$ cat src/rtl/sha256_block_feeder.sv
// SHA-256 message front-end: packs a 32-bit word stream into padded 512-bit
// blocks, drives the core load/busy handshake and chains state between blocks.
module sha256_block_feeder (
    input  logic         clk,
    input  logic         rst_i,
    input  logic         start_i,
    input  logic [31:0]  data_i,
    input  logic         valid_i,
    input  logic         last_i,
    input  logic [1:0]   bytes_i,
    output logic         ready_o,
    output logic         core_load_o,
    output logic [511:0] core_data_o,
    output logic [255:0] core_state_o,
    input  logic [255:0] core_state_i,
    input  logic         core_busy_i,
    output logic [255:0] digest_o,
    output logic         done_o
);

    localparam logic [255:0] IV = {
        32'h6a09e667, 32'hbb67ae85, 32'h3c6ef372, 32'ha54ff53a,
        32'h510e527f, 32'h9b05688c, 32'h1f83d9ab, 32'h5be0cd19
    };

    localparam logic [2:0] S_IDLE = 3'd0;
    localparam logic [2:0] S_FILL = 3'd1;
    localparam logic [2:0] S_PAD  = 3'd2;
    localparam logic [2:0] S_LEN  = 3'd3;
    localparam logic [2:0] S_LOAD = 3'd4;
    localparam logic [2:0] S_WAIT = 3'd5;
    localparam logic [2:0] S_DONE = 3'd6;

    logic [2:0]   r_state;
    logic [31:0]  r_buf [16];
    logic [3:0]   r_widx;
    logic [63:0]  r_len;
    logic [255:0] r_h;
    logic [255:0] r_digest;
    logic         r_pad_pend;
    logic         r_len_pend;
    logic         r_final;
    logic         r_done;

    logic [2:0]   w_nbytes;
    logic [31:0]  w_last_word;
    logic [31:0]  w_word;
    logic [63:0]  w_len_inc;
    logic [3:0]   w_widx_nxt;

    assign w_nbytes   = (bytes_i == 2'd0) ? 3'd4 : {1'b0, bytes_i};
    assign w_widx_nxt = r_widx + 4'd1;

    // Final partial word: keep the valid bytes, append 0x80, zero the rest.
    always_comb begin
        w_last_word = data_i;
        case (bytes_i)
            2'd1:    w_last_word = {data_i[31:24], 24'h800000};
            2'd2:    w_last_word = {data_i[31:16], 16'h8000};
            2'd3:    w_last_word = {data_i[31:8], 8'h80};
            default: w_last_word = data_i;
        endcase
    end

    assign w_word    = last_i ? w_last_word : data_i;
    assign w_len_inc = last_i ? {58'd0, w_nbytes, 3'd0} : 64'd32;

    always_ff @(posedge clk) begin
        if (rst_i) begin
            r_state    <= S_IDLE;
            r_buf      <= '{default: '0};
            r_widx     <= '0;
            r_len      <= '0;
            r_h        <= IV;
            r_digest   <= '0;
            r_pad_pend <= 1'b0;
            r_len_pend <= 1'b0;
            r_final    <= 1'b0;
            r_done     <= 1'b0;
        end else begin
            r_done <= 1'b0;
            case (r_state)
                S_IDLE, S_DONE: begin
                    if (start_i && !core_busy_i) begin
                        r_h        <= IV;
                        r_len      <= '0;
                        r_widx     <= '0;
                        r_buf      <= '{default: '0};
                        r_pad_pend <= 1'b0;
                        r_len_pend <= 1'b0;
                        r_final    <= 1'b0;
                        r_state    <= S_FILL;
                    end
                end
                S_FILL: begin
                    if (valid_i) begin
                        r_buf[r_widx] <= w_word;
                        r_widx        <= w_widx_nxt;
                        r_len         <= r_len + w_len_inc;
                        if (last_i && bytes_i == 2'd0)
                            r_pad_pend <= 1'b1;
                        if (r_widx == 4'd15) begin
                            r_state <= S_LOAD;
                            if (last_i)
                                r_len_pend <= 1'b1;
                        end else if (last_i) begin
                            // 0x80 already in word 13: nothing left to pad before the length.
                            r_state <= (w_widx_nxt == 4'd14 && bytes_i != 2'd0) ? S_LEN : S_PAD;
                        end
                    end
                end
                S_PAD: begin
                    r_buf[r_widx] <= r_pad_pend ? 32'h8000_0000 : 32'h0;
                    r_pad_pend    <= 1'b0;
                    r_widx        <= w_widx_nxt;
                    if (r_widx == 4'd13) begin
                        r_state <= S_LEN;
                    end else if (r_widx == 4'd15) begin
                        r_len_pend <= 1'b1;
                        r_state    <= S_LOAD;
                    end
                end
                S_LEN: begin
                    r_buf[14] <= r_len[63:32];
                    r_buf[15] <= r_len[31:0];
                    r_final   <= 1'b1;
                    r_state   <= S_LOAD;
                end
                S_LOAD: begin
                    if (core_busy_i)
                        r_state <= S_WAIT;
                end
                S_WAIT: begin
                    if (!core_busy_i) begin
                        r_h <= core_state_i;
                        if (r_final) begin
                            r_final  <= 1'b0;
                            r_digest <= core_state_i;
                            r_done   <= 1'b1;
                            r_state  <= S_DONE;
                        end else if (r_len_pend) begin
                            r_len_pend <= 1'b0;
                            r_state    <= S_PAD;
                        end else begin
                            r_state <= S_FILL;
                        end
                    end
                end
                default: r_state <= S_IDLE;
            endcase
        end
    end

    assign ready_o      = (r_state == S_FILL);
    assign core_load_o  = (r_state == S_LOAD);
    assign core_state_o = r_h;
    assign digest_o     = r_digest;
    assign done_o       = r_done;
    assign core_data_o  = {r_buf[0],  r_buf[1],  r_buf[2],  r_buf[3],
                           r_buf[4],  r_buf[5],  r_buf[6],  r_buf[7],
                           r_buf[8],  r_buf[9],  r_buf[10], r_buf[11],
                           r_buf[12], r_buf[13], r_buf[14], r_buf[15]};

endmodule

$ cat config.mk
export PLATFORM = sky130hd
export DESIGN_NAME = sha256_block_feeder
export DESIGN_NICKNAME = d
export VERILOG_FILES = /design/src/rtl/sha256_block_feeder.sv
export SDC_FILE = /design/constraint.sdc
export NUM_CORES = 2
export LEC_CHECK = 0
export BUFFER_PORTS_ARGS = -buffer_cell sky130_fd_sc_hd__buf_4
export CORE_AREA = 5 5 508 510
export DETAILED_ROUTE_END_ITERATION = 16
export DIE_AREA = 0 0 513 515
export PLACE_DENSITY = 0.43
export SETUP_SLACK_MARGIN = 0.1
export SLEW_MARGIN = 25
export SYNTH_ARGS = -nofsm -noshare
export SYNTH_HDL_FRONTEND = slang
export SYNTH_SLANG_ARGS = --single-unit
$ cat constraint.sdc
create_clock -name clk -period 6.75 [get_ports clk]
set_input_delay 0 -clock clk [delete_from_list [all_inputs] [get_ports clk]]
set_output_delay 0 -clock clk [all_outputs]
set_load 0.01 [all_outputs]
==> impl_summary.txt <==
----------------------------------------------------
[Global route]
  Overflow after GRT ... 0
  First-pass GRT wire length ... 359000 µm
  Overall Global Routing Usage ... 19.5%
  Maximum number of pins on one net before global-route repair ... 199
  Number of global-route vias before repair ... around 40000
  Antenna violations before repair ... 57

[Synthesis]
  Most used flip-flop cell after synthesis ... sky130_fd_sc_hd__dfxtp_1
  Cell area after technology mapping ... 39000 µm²
  Post-Synthesis Cells ... 4363
  Number of synthesized register bits ... 1096
  Async set-reset flop share out of synthesis ... 0%
  Sequential cell area fraction in the yosys report ... between 50% and 60%
  Synth Net Count ... 4668
  Number of warning messages in the yosys log ... 0
  Avg Cell Area, Syn ... between 8 and 9 µm²
  Post-synth EDFFs ... 0
  Post-synth cell types ... 65

[Hold path]
  Hold Crit Class ... in -> reg

[Setup path]
  Setup CP Type ... reg -> reg
  CP max FO ... 38
  Arrival time reported for the critical path endpoint ... 4.65 ns
  Crit end category ... flip-flop
  Nature of the critical path startpoint ... flip-flop
  Worst Path Required ... 7.47 ns

[STA]
  Max Fclk ... 255 MHz
  Final hold slack ... roughly 0.073 ns
  Final Hold Vio Count ... 0
  Setup repair after global routing missed its margin ... false
  Final Max Tran Viols ... 0
  Max-slew headroom ... between 20 and 30%
  Worst setup margin ... 2.82 ns
  Final critical delay including setup and external delays ... 3.93 ns
  Sum of negative setup slack ... 0 ns
  Worst clock skew on the final layout ... 0.0384 ns
  Share of the cycle needed by the critical path after routing ... 58.2%
  Setup violators final ... 0
  Slew of the pin with the lowest slew margin ... 1.08 ns

[Finish]
  Storage element area ... between 20000 and 25000 µm²
  Share of post-route cells with drive strength above 1 ... 28.0%
  Final standard cell utilization of the core ... 24.6%
  Design Area, Final ... 62300 µm²
  Count of non-filler cells in the finished layout ... 9469
  Fillers ... between 20000 and 30000
  Final layout net count ... approximately 6300
  Area used by multi-input combinational logic ... 15700 µm²
  Growth of design area from synthesis to finish ... 59.5%

[Die]
  Total I/O pin count ... 1323
  Die W ... 513 µm
  Core area ... ~250000 µm²
  Overall die height ... 515 µm
  Number of rows created at floorplan ... 185
  Area enclosed by the die boundary ... 264000 µm²
  Initial core utilization ... about 15%

[Clock tree]
  Total CTS buffers ... 137
  Cells resized by post-CTS repair ... 0
  Worst-case clock buffer depth ... 3
  Number of H-tree levels ... 4
  Post-CTS Hold Fix Bufs ... around 480
  Later-pin clock latency in the skew report ... ~0.8 ns
  Root buf cell ... sky130_fd_sc_hd__clkbuf_16
  Post-CTS setup buffers ... 0
  TritonCTS clock tree ... built
  Clock-pin slew on the worst setup and hold paths ... 0.06 ns
  Total number of clock tree sinks ... between 1000 and 1500

[Route]
  Routed len/inst ... 28.8 µm
  Via count of the routed design ... around 42000
  Routed Antenna Nets ... 0
  Total Wirelength ... ~270000 µm
  Detailed Routing Iterations Pass 1 ... 6
  Ratio of routed vias to standard cells ... 4.43
  Remaining design rule violation count ... 0
  Number of DRC markers in iteration 0 ... approximately 4200

[Place]
  HPWL after detailed placement ... 199000 µm
  Number of input and output port buffers inserted ... 1322
  Post-place instance area ... about 53000 µm²
  RD Place Congestion ... 0.936
  Dpl cells ... around 8700
  Post-Place Setup Slack ... 2.94 ns

[Power and ir drop]
  Leakage power of the design ... 24.0 nW
  Overall Power ... 17.3 mW
  Areal power density over the cells ... 277 nW/µm²
  Worst voltage drop across the vdd grid ... around 0.21 mV

[Outcome]
  Status ... finished, final reports clean

[Run]
  Count of max-cap constraint violations ... 0

----------------------------------------------------
==> synth_stat cells, drive strengths merged (3+ instances only) <==
library cell  number  area share, %
a221oi             3          0.067
and3b              3          0.067
a32oi             15           0.34
nor2b              7           0.11
a21oi            444            5.7
clkbuf           309            3.0
nor3              16           0.21
xor2              10           0.22
nand2b             4          0.064
nand3            147            1.9
nor2             371            3.6
a211oi             6           0.12
nand4             22           0.38
a2111oi            5           0.11
or3               15           0.24
and2              41           0.66
o211ai            10           0.19
and3              45           0.72
o22ai            189            3.0
xnor2             14           0.31
a22oi            300            5.8
o31ai             27           0.52
a22o             141            3.2
nand2            815            7.8
a32o              20           0.51
o2111ai            6           0.13
ha                 8           0.26
dfxtp           1096             56
o21ai             30           0.39
inv               15           0.14
and4               7           0.16
or4               29           0.57
o2bb2ai           60            1.3
buf              105            1.3
a21o               4          0.077
==> layout by cell type, fill, tap and decap left out, drive strengths merged, types with 9 or more instances in the layout <==
| cell | count |
|---|---|
| xor2 | 10 |
| nand3 | 147 |
| or4 | 29 |
| o21ai | 30 |
| nand2 | 815 |
| nor2 | 371 |
| clkinv | 24 |
| nor3 | 16 |
| o211ai | 10 |
| nand4 | 22 |
| a22o | 141 |
| o2bb2ai | 60 |
| dfxtp | 1096 |
| a21oi | 444 |
| xnor2 | 14 |
| inv | 30 |
| or3 | 15 |
| clkbuf | 199 |
| buf | 1396 |
| a22oi | 300 |
| o22ai | 189 |
| diode | 28 |
| a32o | 20 |
| and2 | 41 |
| o31ai | 27 |
| a32oi | 15 |
| dlygate4sd3 | 479 |
| bufinv | 9 |
| and3 | 45 |
==> cell families after synthesis <==
kind of cell | share of synthesized area [%]
and+or+nand+nor | 16.8
AOI/OAI and AO/OA | 21.7
DFF | 56.2
buffers and inverters | 4.44
xor gates and xnor gates | 0.538
adders and majority gates | 0.308
muxes | 0.0513
==> metal layers <==
metal	share of wire [%]	wire, µm	track usage, %	up-vias
met5	0.025	69	0	-
met4	4.9	13200	9.57	10
met3	10	27600	7.21	409
met2	45	123000	30.3	2106
met1	40	109000	23.7	20800
li1	-	-	-	18700
==> worst max-delay path, stage by stage, from the launching register on <==
cell,delay [ns]
sky130_fd_sc_hd__dfxtp_1,0.32
sky130_fd_sc_hd__buf_4,0.35
sky130_fd_sc_hd__or3b_1,0.45
sky130_fd_sc_hd__inv_2,0.36
sky130_fd_sc_hd__a21oi_4,0.22
sky130_fd_sc_hd__buf_4,0.40
sky130_fd_sc_hd__a32o_1,0.34
sky130_fd_sc_hd__and2_2,0.60
sky130_fd_sc_hd__a22o_1,0.24
sky130_fd_sc_hd__dlygate4sd3_1,0.54
==> worst paths after layout <==
path / from / endpoint / slack, ns / cells after the start
max: r_state[1] / core_data_o[66] / 2.82 / 9
min reg2reg: core_state_o[12] / core_state_o[12] / 0.45 / 2
min: core_state_i[237] / digest_o[237] / 0.07 / 4
max reg2reg: r_state[1] / core_data_o[66] / 2.82 / 9
==> power breakdown <==
| part | leakage [nW] | switching, mW | internal [mW] |
|---|---|---|---|
| logic | 12.8 | 2.09 | 0.703 |
| registers | 8.83 | 0.0438 | 6.53 |
| clock network | 2.38 | 3.25 | 4.63 |
| total | 24.0 | 5.39 | 11.9 |
==> layout make-up <==
cell class / count / area share, %
multi-input cells: 2838 / 25.1
clock inverters: 52 / 1.18
inverters: 15 / 0.102
well taps: 3366 / 6.76
flip-flops and latches: 1096 / 35.2
diodes: 28 / 0.113
repair buffers: 1875 / 24.9
clock buffers: 199 / 6.57
==> sequential cells by signal, indices dropped and copies added, names as in the netlist <==
| signal | flops |
|---|---|
| r_len | 61 |
| r_final | 1 |
| core_state_o | 256 |
| done_o | 1 |
| digest_o | 256 |
| r_widx | 4 |
| core_data_o | 512 |
| r_state | 3 |
| r_pad_pend | 1 |
| r_len_pend | 1 |
Power figures use the tool's default switching activity.
